`config.mk`:
```
export PLATFORM = sky130hd
export DESIGN_NAME = spi_xfer_ctrl
export DESIGN_NICKNAME = d
export VERILOG_FILES = /design/src/rtl/spi_xfer_ctrl.sv
export SDC_FILE = /design/constraint.sdc
export NUM_CORES = 1
export LEC_CHECK = 0
export BUFFER_PORTS_ARGS = -buffer_cell sky130_fd_sc_hd__buf_2
export CORE_MARGIN = 5
export CORE_UTILIZATION = 40
export CTS_CLUSTER_DIAMETER = 60
export DETAILED_ROUTE_END_ITERATION = 8
export PLACE_DENSITY = 0.63
export SLEW_MARGIN = 20
export SYNTH_ARGS = -nofsm -noshare
export SYNTH_HDL_FRONTEND = slang
export SYNTH_SLANG_ARGS = --single-unit
```
`constraint.sdc`:
```
create_clock -name clk -period 2.65 [get_ports clk]
set_clock_uncertainty 0.2 [all_clocks]
set_input_delay 0 -clock clk [delete_from_list [all_inputs] [get_ports clk]]
set_output_delay 0 -clock clk [all_outputs]
set_load 0.02 [all_outputs]
```
`src/rtl/spi_xfer_ctrl.sv`:
```
// rtl/spi_xfer_ctrl.sv - SPI single-byte transfer sequencer; optional CPHA support under SPI_CPHA_EN
module spi_xfer_ctrl #(
    parameter int DATA_W  = 8,
    parameter int SPEED_W = 4
) (
    input  logic               clk,
    input  logic               reset,
    input  logic               start,
    input  logic [DATA_W-1:0]  tx_data,
    input  logic               cpol,
`ifdef SPI_CPHA_EN
    input  logic               cpha,
`endif
    input  logic [SPEED_W-1:0] speed,
    input  logic               miso,
    output logic               sclk,
    output logic               mosi,
    output logic               ss_n,
    output logic [DATA_W-1:0]  rx_data,
    output logic               busy,
    output logic               done
);
    localparam int EDGE_W = $clog2(2 * DATA_W) + 1;
    localparam logic [EDGE_W-1:0] LAST_EDGE = EDGE_W'(2 * DATA_W);

    typedef enum logic [1:0] {
        ST_IDLE,
        ST_LOAD,
        ST_HALF,
        ST_FIN
    } state_t;

    state_t              state_q, state_d;
    logic [SPEED_W-1:0]  div_q, div_d;
    logic [SPEED_W-1:0]  speed_q, speed_d;
    logic [EDGE_W-1:0]   edge_q, edge_d;
    logic [DATA_W-1:0]   shift_q, shift_d;
    logic [DATA_W-1:0]   rx_q, rx_d;
    logic                cpol_q, cpol_d;
    logic                cpha_q, cpha_d;
    logic                sclk_q, sclk_d;
    logic                mosi_q, mosi_d;
    logic                ss_n_q, ss_n_d;
    logic                busy_q, busy_d;
    logic                done_q, done_d;
    logic                cpha_in;
    logic [EDGE_W-1:0]   edge_nxt;
    logic                leading;

`ifdef SPI_CPHA_EN
    assign cpha_in = cpha;
`else
    assign cpha_in = 1'b0;
`endif

    // State and output registers; reset aborts any transfer in flight
    always_ff @(posedge clk or posedge reset) begin
        if (reset) begin
            state_q <= ST_IDLE;
            div_q   <= '0;
            speed_q <= '0;
            edge_q  <= '0;
            shift_q <= '0;
            rx_q    <= '0;
            cpol_q  <= 1'b0;
            cpha_q  <= 1'b0;
            sclk_q  <= 1'b0;
            mosi_q  <= 1'b0;
            ss_n_q  <= 1'b1;
            busy_q  <= 1'b0;
            done_q  <= 1'b0;
        end else begin
            state_q <= state_d;
            div_q   <= div_d;
            speed_q <= speed_d;
            edge_q  <= edge_d;
            shift_q <= shift_d;
            rx_q    <= rx_d;
            cpol_q  <= cpol_d;
            cpha_q  <= cpha_d;
            sclk_q  <= sclk_d;
            mosi_q  <= mosi_d;
            ss_n_q  <= ss_n_d;
            busy_q  <= busy_d;
            done_q  <= done_d;
        end
    end

    // Next-state: divider, edge counting, shifting and sampling per phase mode
    always_comb begin
        state_d  = state_q;
        div_d    = div_q;
        speed_d  = speed_q;
        edge_d   = edge_q;
        shift_d  = shift_q;
        rx_d     = rx_q;
        cpol_d   = cpol_q;
        cpha_d   = cpha_q;
        sclk_d   = sclk_q;
        mosi_d   = mosi_q;
        ss_n_d   = ss_n_q;
        busy_d   = busy_q;
        done_d   = 1'b0;
        edge_nxt = edge_q + 1'b1;
        leading  = edge_nxt[0];

        case (state_q)
            ST_IDLE: begin
                sclk_d = cpol;
                // a start arriving while done is still showing is dropped
                if (start && !done_q) begin
                    state_d = ST_LOAD;
                    shift_d = tx_data;
                    speed_d = speed;
                    cpol_d  = cpol;
                    cpha_d  = cpha_in;
                end
            end
            ST_LOAD: begin
                busy_d  = 1'b1;
                ss_n_d  = 1'b0;
                sclk_d  = cpol_q;
                div_d   = '0;
                edge_d  = '0;
                if (!cpha_q) begin
                    mosi_d = shift_q[DATA_W-1];
                end
                state_d = ST_HALF;
            end
            ST_HALF: begin
                if (div_q == speed_q) begin
                    div_d  = '0;
                    sclk_d = ~sclk_q;
                    edge_d = edge_nxt;
                    if (!cpha_q) begin
                        if (leading) begin
                            shift_d = {shift_q[DATA_W-2:0], miso};
                        end else if (edge_nxt != LAST_EDGE) begin
                            mosi_d = shift_q[DATA_W-1];
                        end
                    end else begin
                        if (leading) begin
                            mosi_d  = shift_q[DATA_W-1];
                            shift_d = {shift_q[DATA_W-2:0], 1'b0};
                        end else begin
                            shift_d = {shift_q[DATA_W-1:1], miso};
                        end
                    end
                    if (edge_nxt == LAST_EDGE) begin
                        state_d = ST_FIN;
                    end
                end else begin
                    div_d = div_q + 1'b1;
                end
            end
            ST_FIN: begin
                rx_d    = shift_q;
                done_d  = 1'b1;
                busy_d  = 1'b0;
                ss_n_d  = 1'b1;
                sclk_d  = cpol_q;
                state_d = ST_IDLE;
            end
            default: begin
                state_d = ST_IDLE;
            end
        endcase
    end

    assign sclk    = sclk_q;
    assign mosi    = mosi_q;
    assign ss_n    = ss_n_q;
    assign rx_data = rx_q;
    assign busy    = busy_q;
    assign done    = done_q;

endmodule

```
Word level (Yosys, flattened, before mapping)
Cells that the tools add are included.
{"block": "totals", "wordCells": 61, "output_inout_bits": 13, "regBits": 37, "input_bits": 17}
{"block": "op_classes", "n_reduce_logical": 12, "muxes": 21, "n_bitwise": 1, "add_sub_neg": 2, "eq_ne": 12}
{"operator": "$mux W8", "count": 3}
{"operator": "$pmux W8 S2", "count": 1}
{"operator": "$ne A2 B2 Y1 const B", "count": 6}
{"operator": "$pmux W5 S2", "count": 1}
{"operator": "$pmux W2 S4", "count": 1}
{"operator": "$pmux W4 S2", "count": 1}
{"operator": "$reduce_and A4 Y1", "count": 2}
{"operator": "$mux W2", "count": 3}
{"operator": "$pmux W1 S2", "count": 3}
{"operator": "$reduce_bool A2 Y1", "count": 3}
{"operator": "$add A5 B1 Y5 const B", "count": 1}
{"operator": "$eq A5 B5 Y1 const B", "count": 1}
{"operator": "$mux W1", "count": 5}
{"operator": "$mux W5", "count": 1}
{"operator": "$ne A5 B5 Y1 const B", "count": 1}
{"operator": "$add A4 B1 Y4 const B", "count": 1}
{"operator": "$eq A2 B2 Y1 const B", "count": 2}
{"operator": "$eq A4 B4 Y1", "count": 1}
{"operator": "$mux W4", "count": 1}
{"operator": "$reduce_and A2 Y1", "count": 2}
{"operator": "$pmux W1 S3", "count": 1}
{"operator": "$reduce_and A3 Y1", "count": 1}
{"operator": "$eq A2 B1 Y1 const B", "count": 1}
{"operator": "$logic_not A2 Y1", "count": 1}
{"operator": "4 further kinds", "count": 4}

Logic depth before layout (Yosys ltp)
Gate-level depths: netlist (run 1).
{"block": "depth", "word_depth": 6, "depth_mapped": 9, "depth_no_buf": 6}

Worst setup path before layout (run 1)
No wires, ideal clock.
{"block": "synth_path", "path_type": "reg2reg", "startpoint": "register state_q[0]", "endpoint": "register shift_q[1]", "arrival_ns": 1.841, "path_stages_with_launch": 8, "path_slack_ns": 0.523, "setup_time_ns": 0.087, "path_cell_list": "dfrtp_1 > inv_1 > ha_1 > clkbuf_1 > a21boi_1 > clkbuf_1 > or4_1 > o211ai_1"}
{"block": "synth_between", "elab_chain_len": 3}
{"element": "start, declared", "line": "33", "text": "state_t state_q, state_d;"}
{"element": "start signal, assigned", "line": "73", "text": "state_q <= state_d;"}
{"element": "$eq A2 B2 Y1 / $logic_not A2 Y1 (equally long branches)", "line": "107", "text": "case (state_q)"}
{"element": "$ne A2 B2 Y1 (no line) / $reduce_bool A2 Y1 (equally long branches)"}
{"element": "$reduce_and A4 Y1 (no line)"}
{"element": "end signal, assigned", "line": "77", "text": "shift_q <= shift_d;"}
{"element": "end, declared", "line": "37", "text": "logic [DATA_W-1:0] shift_q, shift_d;"}
Parallel ways exist; a longest one is shown, timed or not.
A chain may end at the register's enable or synchronous reset.

Final worst setup path (run 1)
{"block": "layout_path", "startpoint": "register div_q[0]", "endpoint": "register shift_q[3]"}
{"block": "layout_between", "elab_chain_len": 3}
{"element": "start, declared", "line": "34", "text": "logic [SPEED_W-1:0] div_q, div_d;"}
{"element": "start signal, assigned", "line": "74", "text": "div_q <= div_d;"}
{"element": "$eq A4 B4 Y1", "line": "131", "text": "if (div_q == speed_q) begin"}
{"element": "$ne A2 B2 Y1 (no line)"}
{"element": "$reduce_and A4 Y1 (no line)"}
No other way between the ends.

==> results of run 1 <==
cell type report:
class	count	area [um^2]	share of cell area (%)
Clock buffer	7	86.3	3.51
Clock inverter	1	30.0	1.22
Inverter	10	37.5	1.53
Multi-Input combinational cell	131	955	38.8
Sequential cell	37	927	37.7
Tap cell	67	83.8	3.41
Timing Repair Buffer	50	340	13.8
flip-flops by register name (all words and copies together), names as in the netlist:
signal / cells
busy: 1
rx_data: 8
edge_q: 5
sclk: 1
state_q: 2
ss_n: 1
div_q: 4
done: 1
cpol_q: 1
speed_q: 4
shift_q: 8
mosi: 1
metal layers:
layer / up-vias / part of all wire [%] / global-route usage [%]
li1: 791 / - / -
met1: 739 / 48 / 20.1
met2: 31 / 47 / 23.2
met3: 5 / 3.9 / 3.48
met4: 0 / 1.1 / 5.41
met5: - / 0 / 0
kinds of logic after synthesis:
logic type | Yosys count
simple gates | 59
compound gates | 45
flops | 37
buf+inv | 21
mux | 17
fa+ha+maj | 6
xor+xnor | 4
worst paths after layout:
check,startpoint,to,slack [ns],cells past startpoint
max in group asynchronous,reset,div_q[3],1.44,4
max,div_q[0],shift_q[3],0.51,4
min,start,state_q[1],0.05,5
max reg2reg,div_q[0],shift_q[3],0.51,4
min reg2reg,busy,busy,0.29,2
min in group asynchronous,reset,mosi,0.09,3
through the flow:
stage / area (um^2) / utilization, %
2_1_floorplan: 1970 / -
3_3_place_gp: 2190 / 46.1
3_5_place_dp: 2190 / 46.1
4_1_cts: 2460 / 51.7
5_1_grt: 2460 / 51.7
6_report: 2460 / 51.7
worst max-delay path: stages, from the launching register on:
cell and delay, ns:
dfrtp_1 0.43, xor2_1 0.19, or4_4 0.62, or4_1 0.50, o211ai_1 0.11
layout by cell type, fill, tap and decap left out, types with 2 or more instances in the layout:
| cell type | synthesis | layout |
|---|---|---|
| dfrtp_1 | 36 | 36 |
| buf_2 | 0 | 29 |
| nand2_1 | 16 | 16 |
| dlygate4sd3_1 | 0 | 15 |
| mux2_2 | 14 | 14 |
| a21oi_1 | 13 | 13 |
| nor3b_1 | 11 | 11 |
| o211ai_1 | 11 | 11 |
| inv_1 | 10 | 10 |
| or4_1 | 8 | 8 |
| nand3_1 | 6 | 6 |
| nor2_1 | 6 | 6 |
| ha_1 | 6 | 6 |
| clkbuf_8 | 0 | 6 |
| buf_4 | 0 | 6 |
| xor2_1 | 4 | 4 |
| mux2i_1 | 3 | 3 |
| o22ai_1 | 3 | 3 |
| o21ai_0 | 3 | 3 |
| nand2b_1 | 3 | 3 |
| a31oi_1 | 3 | 3 |
| a21o_1 | 2 | 2 |
report_power, final:
group | internal, mW | total, mW | switching [mW]
clock network | 0.307 | 0.505 | 0.198
logic | 0.589 | 1.40 | 0.810
registers | 0.820 | 0.997 | 0.177
total | 1.72 | 2.90 | 1.18
==> summary.md, run 1 <==
| Metric | Value |
|---|---|
| RSZ-0062 raised after global routing | false |
| Clock latency on the worst-skew pair | around 0.29 ns |
| CTS resizes | 0 |
| Dpl cells | 280 |
| Largest net degree at the start of global routing | 37 |
| Power density cells | 1180 mW/mm^2 |
| Main flop type after synthesis | dfrtp_1 |
| DPL Wire Length | roughly 3000 um |
| Top cells by area in the synthesized netlist | dfrtp_1 (46%), mux2_2 (8.0%), nor3b_1 (4.2%) |
| Ant. Diodes | 0 |
| Port buffer count | 29 |
| Vias | 1,566 |
| Post-synthesis cell count | 189 |
| Total CTS buffers | 5 |
| Die W | roughly 80 um |
| Reg clk slew, reported paths | approximately 0.080 ns |
| Tmin final | 2.14 ns |
| Adder-cell share of the synthesized area | 3.82% |
| Post-Layout Cell Count | between 300 and 400 |
| CTS tree | done |
| Drt pass-1 iters | 4 |
| Setup CP Type | reg -> reg |
| CTS sink count | 37 |
| Final hold viol count | 0 |
| Min setup slack post-route | 0.511 ns |
| Cell taking the most area after synthesis | dfrtp_1 |
| Main combinational cell family by area after synthesis | simple AND/OR/NAND/NOR gates |
| Ys async rst share | 100% |
| Slew Viols, Final | 0 |
| WP data arrival | 2.14 ns |
| Chip height | 80.1 um |
| DRT antenna net count | 0 |
| Seq/Total Area, Yosys | between 40% and 50% |
| Slew at the pin closest to its max-slew limit | 0.634 ns |
| Area Growth Syn to Fin | 25.1% |
| Row count | 25 |
| Worst vdd ir | 0.649 mV |
| Proportion of synthesized area in mux cells | 9.55% |
| Worst min-delay path class | in -> reg |
| Synth cell types | 42 |
| Total setup buffers inserted after CTS | 0 |
| Max Cap Viol | 0 |
| Die area | 0.00642 mm^2 |
| Tcrit/Tclk final | 80.7% |
| Initial DRC Count | 65 |
| Share of cells above drive strength 1 | 26.3% |
| Setup crit start kind | flip-flop |
| Post-synth EDFFs | 0 |
| WL per Instance | 14.3 um |
| Hold buffers post-CTS | 15 |
| PnR Total Power | 2.90 mW |
| Mean Syn Cell Area | about 10 um^2 |
| Most frequent cell after synthesis | dfrtp_1 |
| Net Count, Synth | 212 |
| # DRC | 0 |
| Synth Area in Compound Gates | around 15% |
| Final count of negative-setup-slack endpoints | 0 |
| Vias in the first global route | 1,564 |
| Simple-gate portion of the synthesized area | 17.8% |
| Post-Syn Area | 0.00197 mm^2 |
| Yosys top cell area share | about 46% |
| Starting Density | 41.3% |
| First-pass GRT wire length | between 7000 and 8000 um |
| GRT Residual Overflow | 0 |
| H-tree Lvls | 2 |
| # fillers | 450 |
| Synthesis Warnings | 0 |
| DP Worst Slack | around 0.29 ns |
| Vias per cell | 5.17 |
| P_leak | 1.09 nW |
| Final WL | 4340 um |
| Root Driver | clkbuf_8 |
| IO Count | 30 |
| Critical Path Fanout Max | 13 |
| Hold WS | 0.0530 ns |
| Antenna violations before repair | 0 |
| Max Buffers Root-to-Sink | 2 |
| CP Capture Type | flip-flop |
| #FFs+latches synth | 37 |
| XOR/XNOR share of the synthesized area | 1.78% |
| Max-slew headroom | 57.5% |
| FMAX | roughly 470 MHz |
| Setup_tns | 0 ns |
| Nets@finish | between 200 and 300 |
| Critical Path RT | 2.65 ns |
| Placer Congestion | 0.794 |
| Core footprint | 0.00475 mm^2 |
| Overall routing resource usage | 14.9% |
| Outcome | completed |
| Top cells by count, synth | dfrtp_1 (36), nand2_1 (16), mux2_2 (14) |
Power figures use the tool's default switching activity.
==> run 2: changes to the inputs <==
PLACE_DENSITY = 0.65   (was 0.63)
clock period = 1.9 ns   (was 2.65 ns; I/O delays follow)
==> summary.md, run 2 (synthesis gave the netlist of run 1 again) <==
| Metric | Value |
|---|---|
| Sequential Power Share | 31.0% (was 34.4%) |
| WP data arrival | 2.02 ns (was 2.14 ns) |
| CTS tree | done (unchanged) |
| Combinational fraction of design power | 56.9% (was 48.2%) |
| GRT Residual Overflow | 0 (unchanged) |
| Outcome | finished, violations left (was completed) |
| Power density cells | 1640 mW/mm^2 (was 1180 mW/mm^2) |
| Net switching power figure | 1.85 mW (was 1.18 mW) |
| Final count of negative-setup-slack endpoints | 10 (was 0) |
| Tcrit/Tclk final | 105% (was 80.7%) |
| Root Driver | clkbuf_8 (unchanged) |
| FMAX | 500 MHz (was 468 MHz) |
| Vias per cell | 5.13 (was 5.17) |
| Worst R2R Setup Slack | -0.1 ns (was 0.51 ns) |
| Drt pass-1 iters | 5 (was 4) |
| Vias | 1,683 (was 1,566) |
| Crit path from | speed_q[0] (was div_q[0]) |
| Reg clk slew, reported paths | 0.08 ns (about the same) |
| Vias in the first global route | 1,733 (was 1,564) |
| Post-Layout Cell Count | 328 (was 303) |
| P_leak | 1.23 nW (was 1.09 nW) |
| Die area | 0.00642 mm^2 (unchanged) |
| PnR Total Power | 4.49 mW (was 2.90 mW) |
| H-tree Lvls | 2 (unchanged) |
| Min setup slack post-route | -0.0985 ns (was 0.511 ns) |
| Slew Viols, Final | 0 (unchanged) |
| Commonest non-fill, non-tap cell in the layout | dfrtp_1 (unchanged) |
| # fillers | 419 (was 450) |
| Worst min-delay path class | in -> reg (unchanged) |
| Chip height | 80.1 um (unchanged) |
| Setup CP Type | reg -> reg (unchanged) |
| Ant. Diodes | 0 (unchanged) |
| DPL Wire Length | 3240 um (was 2990 um) |
| Max-slew headroom | 68.4% (was 57.5%) |
| Setup crit start kind | flip-flop (unchanged) |
| Worst setup path endpoint | shift_q[4] (was shift_q[3]) |
| Sw Ratio | 41.3% (was 40.9%) |
| DP Worst Slack | -0.0934 ns (was 0.292 ns) |
| Max Buffers Root-to-Sink | 2 (unchanged) |
| CTS sink count | 37 (unchanged) |
| IO Count | 30 (unchanged) |
| Commonest cells after routing, fill and taps aside | dfrtp_1 (35), buf_2 (29), buf_4 (26) (was dfrtp_1 (36), buf_2 (29), nand2_1 (16)) |
| Worst vdd ir | 0.775 mV (was 0.649 mV) |
| Initial DRC Count | 97 (was 65) |
| Die W | 80.1 um (unchanged) |
| CP Capture Type | flip-flop (unchanged) |
| Max Cap Viol | 0 (unchanged) |
| Final hold viol count | 0 (unchanged) |
| Int Power | 2.64 mW (was 1.72 mW) |
| DRT antenna net count | 0 (unchanged) |
| Dpl cells | 299 (was 280) |
| # DRC | 0 (unchanged) |
| Clock latency on the worst-skew pair | 0.30 ns (was 0.29 ns) |
| Largest net degree at the start of global routing | 38 (was 37) |
| Critical Path Fanout Max | 5 (was 13) |
| Core footprint | 0.00475 mm^2 (unchanged) |
| First-pass GRT wire length | 8060 um (was 7450 um) |
| Share of cells above drive strength 1 | 38.3% (was 26.3%) |
| Port buffer count | 29 (unchanged) |
| Starting Density | 41.3% (unchanged) |
| WL per Instance | 14.0 um (was 14.3 um) |
| Tmin final | 2.00 ns (was 2.14 ns) |
| Total CTS buffers | 5 (unchanged) |
| Placed Area | 0.00237 mm^2 (was 0.00219 mm^2) |
| Post-layout instance area | 0.00273 mm^2 (was 0.00246 mm^2) |
| Clock network power share | 12.1% (was 17.4%) |
| Failing checks | negative setup slack |
| Placer Congestion | 0.766 (was 0.794) |
| Reg2reg start | speed_q[0] (was div_q[0]) |
| Final WL | 4600 um (was 4340 um) |
| Antenna violations before repair | 0 (unchanged) |
| Nets@finish | 283 (was 258) |
| Area Growth Syn to Fin | 39.1% (was 25.1%) |
| Worst r2r dst | shift_q[4] (was shift_q[3]) |
| Cells on worst reg2reg path | 4 (unchanged) |
| Setup_tns | -0.661 ns (was 0 ns) |
| Row count | 25 (unchanged) |
| Critical Path RT | 1.92 ns (was 2.65 ns) |
| Overall routing resource usage | 16.3% (was 14.9%) |
| RSZ-0062 raised after global routing | true (was false) |
| Slew at the pin closest to its max-slew limit | 0.475 ns (was 0.634 ns) |
-- run 2: cell count changes in the layout (fill, tap and decap cells not counted), sizes merged --
cell	delta
clkinv	+2
buf	+24
clkbuf	-2
bufinv	-1
or4	+1
clkinvlp	+1
-- run 2: area by class of cell --
cell class	instances	area [um^2]	area share (%)
Clock buffer	5	68.8	2.52
Timing Repair Buffer	74	553	20.2
Clock inverter	3	17.5	0.641
Inverter	10	37.5	1.37
Sequential cell	37	928	34.0
Tap cell	67	83.8	3.07
Multi-Input combinational cell	132	1040	38.2
-- run 2: routing by layer --
layer  global-route usage [%]  part of all wire, %  up-vias
li1                         -                    -      831
met1                     20.5                   45      812
met2                     27.1                   49       31
met3                     3.59                  4.5        9
met4                     6.59                  1.6        0
met5                        0                    0        -
-- run 2: worst min path at each step --
stage	start	endpoint	depth (start not counted)	slack, ns
CTS	start	state_q[1]	5	0.05
finish	start	state_q[1]	5	0.04
floorplan	cpol	cpol_q	1	-0.05
detailed placement	reset	rx_data[3]	3	-0.06
global placement	reset	speed_q[0]	3	-0.06
global route	start	state_q[1]	5	0.12
-- run 2: power groups by stage --
stage	Sequential, mW	Combinational, mW	Clock, mW
global placement	1.38	2.26	0
CTS	1.39	2.46	0.565
finish	1.39	2.56	0.543
detailed placement	1.40	2.30	0
floorplan	1.53	1.35	0
global route	1.45	2.82	0.597
-- run 2: through the flow --
stage | hold WS (ns) | util (%)
after floorplan | -0.0494 | -
after global placement | -0.0586 | 49.8
after detailed placement | -0.0598 | 49.8
after CTS | 0.0490 | 56.1
after global routing | 0.116 | 57.5
final | 0.0356 | 57.5
-- run 2: repair_timing --
item                       in CTS  in global routing
setup endpoints to repair      13                 14
pin swaps                       5                  9
gates cloned                    1                  0
hold buffers                   15                  0
hold endpoints to repair       51                  0
resized for setup               9                  7
setup buffers                   1                  5
-- run 2: worst max-delay path, stage by stage, from the launching register on --
cell      delay, ns
dfrtp_1        0.41
xor2_2         0.20
or4_4          0.60
or4_1          0.42
o211ai_1       0.09
==> run 3: changes to the inputs <==
CORE_ASPECT_RATIO = 0.8   (was unset)
==> summary.md, run 3 (synthesis gave the netlist of run 1 again) <==
| Metric | Value |
|---|---|
| Outcome | finished, violations left (unchanged) |
| Failing checks | negative setup slack (unchanged) |
| DRT antenna net count | 0 (unchanged) |
| Vias in the first global route | 1,657 (was 1,733) |
| Sw Ratio | 42.7% (was 41.3%) |
| Metal2 WL | 2340 um (was 2260 um) |
| Tmin final | 2.02 ns (was 2.00 ns) |
| Drt pass-1 iters | 6 (was 5) |
| DPL Wire Length | 3100 um (was 3240 um) |
| Clock latency on the worst-skew pair | 0.29 ns (was 0.30 ns) |
| Critical Path Fanout Max | 5 (unchanged) |
| P_leak | 1.22 nW (was 1.23 nW) |
| CTS tree | done (unchanged) |
| Max-slew headroom | 68.3% (was 68.4%) |
| # fillers | 399 (was 419) |
| Overall routing resource usage | 16.1% (was 16.3%) |
| Die W | 88.4 um (was 80.1 um) |
| Area Growth Syn to Fin | 39.0% (was 39.1%) |
| Post-layout instance area | 0.00273 mm^2 (about the same) |
| CP Capture Type | flip-flop (unchanged) |
| IO Count | 30 (unchanged) |
| Power density cells | 1690 mW/mm^2 (was 1640 mW/mm^2) |
| Port buffer count | 29 (unchanged) |
| Sequential Power Share | 30.1% (was 31.0%) |
| Root Driver | clkbuf_8 (unchanged) |
| Met1 wire length | 2440 um (was 2060 um) |
| Cells on worst reg2reg path | 4 (unchanged) |
| Combinational fraction of design power | 58.3% (was 56.9%) |
| WP data arrival | 2.03 ns (was 2.02 ns) |
| Dpl cells | 290 (was 299) |
| # DRC | 0 (unchanged) |
| First-pass GRT wire length | 8030 um (was 8060 um) |
| Min setup slack post-route | -0.122 ns (was -0.0985 ns) |
| Worst R2R Setup Slack | -0.12 ns (was -0.1 ns) |
| Commonest cells after routing, fill and taps aside | dfrtp_1 (36), buf_2 (29), buf_4 (22) (was dfrtp_1 (35), buf_2 (29), buf_4 (26)) |
| CTS sink count | 37 (unchanged) |
| Critical Path RT | 1.91 ns (was 1.92 ns) |
| Total CTS buffers | 5 (unchanged) |
| Multi-input gate area | 0.00107 mm^2 (was 0.00104 mm^2) |
| Placed Area | 0.00234 mm^2 (was 0.00237 mm^2) |
| Final WL | 5070 um (was 4600 um) |
| Max Cap Viol | 0 (unchanged) |
| Slew Viols, Final | 0 (unchanged) |
| Slew at the pin closest to its max-slew limit | 0.475 ns (about the same) |
| Antenna violations before repair | 0 (unchanged) |
| Vias per cell | 5.39 (was 5.13) |
| Reg clk slew, reported paths | 0.08 ns (about the same) |
| Starting Density | 42.0% (was 41.3%) |
| Row count | 22 (was 25) |
| Ant. Diodes | 0 (unchanged) |
| Worst min-delay path class | in -> reg (unchanged) |
| Worst vdd ir | 0.914 mV (was 0.775 mV) |
| DR top layer | met4 (unchanged) |
| Int Power | 2.65 mW (was 2.64 mW) |
| Nets@finish | 279 (was 283) |
| Largest net degree at the start of global routing | 38 (unchanged) |
| Max Buffers Root-to-Sink | 2 (unchanged) |
| RSZ-0062 raised after global routing | true (unchanged) |
| Placer Congestion | 0.828 (was 0.766) |
| Vias | 1,710 (was 1,683) |
| Chip height | 72.7 um (was 80.1 um) |
| Worst hold path depth | 5 (unchanged) |
| Clock network power share | 11.6% (was 12.1%) |
| Post-Layout Cell Count | 317 (was 328) |
| Net switching power figure | 1.97 mW (was 1.85 mW) |
| Share of cells above drive strength 1 | 37.0% (was 38.3%) |
| Commonest non-fill, non-tap cell in the layout | dfrtp_1 (unchanged) |
| Setup CP Type | reg -> reg (unchanged) |
| Final count of negative-setup-slack endpoints | 10 (unchanged) |
| Reg area | 927 um^2 (was 928 um^2) |
| Initial DRC Count | 130 (was 97) |
| Tcrit/Tclk final | 106% (was 105%) |
| GRT Residual Overflow | 0 (unchanged) |
| H-tree Lvls | 2 (unchanged) |
| FMAX | 495 MHz (was 500 MHz) |
| Core footprint | 0.00468 mm^2 (was 0.00475 mm^2) |
| WL per Instance | 16.0 um (was 14.0 um) |
| Die area | 0.00642 mm^2 (about the same) |
| Setup crit start kind | flip-flop (unchanged) |
| Wire length on met3 | 239 um (was 209 um) |
| Final hold viol count | 0 (unchanged) |
## run 3: changes by cell type in the layout (fill, tap and decap cells not counted), sizes merged
| cell | previous run | this run |
|---|---|---|
| buf | 59 | 54 |
| clkbuf | 5 | 7 |
| clkinvlp | 1 | 0 |
## run 3: power by group through the flow
stage / registers, mW / logic (mW) / clock network [mW]
finish: 1.39 / 2.70 / 0.538
global route: 1.43 / 2.93 / 0.589
CTS: 1.38 / 2.43 / 0.549
detailed placement: 1.38 / 2.26 / 0
global placement: 1.37 / 2.22 / 0
floorplan: 1.53 / 1.35 / 0
## run 3: through the flow
stage          hold WS (ns)  power (mW)  utilization [%]  worst slack [ns]  TNS [ns]
2_1_floorplan       -0.0494        2.88                -            -0.142    -0.964
3_3_place_gp        -0.0632        3.59             50.1           -0.0466    -0.344
3_5_place_dp        -0.0648        3.65             50.1            -0.110    -0.628
4_1_cts              0.0616        4.36             56.3            -0.101    -0.668
5_1_grt               0.123        4.95             58.4            -0.182     -1.75
6_report             0.0946        4.63             58.4            -0.122    -0.831
## run 3: path summary, 6_finish.rpt
kind / startpoint / to
max: speed_q[3] / shift_q[6]
min: start / state_q[1]
max reg2reg: speed_q[3] / shift_q[6]
min reg2reg: busy / busy
max in group asynchronous: reset / ss_n
min in group asynchronous: reset / div_q[3]
## run 3: timing repair
item | in CTS | in global routing
endpoints found under the setup margin | 12 | 18
resized for setup | 8 | 9
endpoints found under the hold margin | 51 | 0
cloned | 1 | 1
hold buffers | 15 | 0
buffers inserted | 1 | 1
pin swaps | 2 | 4
## run 3: layout make-up
type	count	share of cell area, %
Timing Repair Buffer	70	19.7
Clock buffer	6	2.66
Tap cell	60	2.75
Multi-Input combinational cell	132	39.3
Inverter	10	1.37
Sequential cell	37	33.9
Clock inverter	2	0.366
## run 3: worst max-delay path: stages, from the launching register on
cell	delay (ns)
dfrtp_1	0.41
xor2_2	0.21
or4_4	0.60
or4_4	0.43
o211ai_1	0.09
## run 3: per-layer routing
layer / global-route usage (%) / up-vias
met3: 3.39 / 4
li1: - / 836
met2: 23.3 / 39
met1: 23.8 / 831
met4: 5.54 / 0
met5: 0 / -
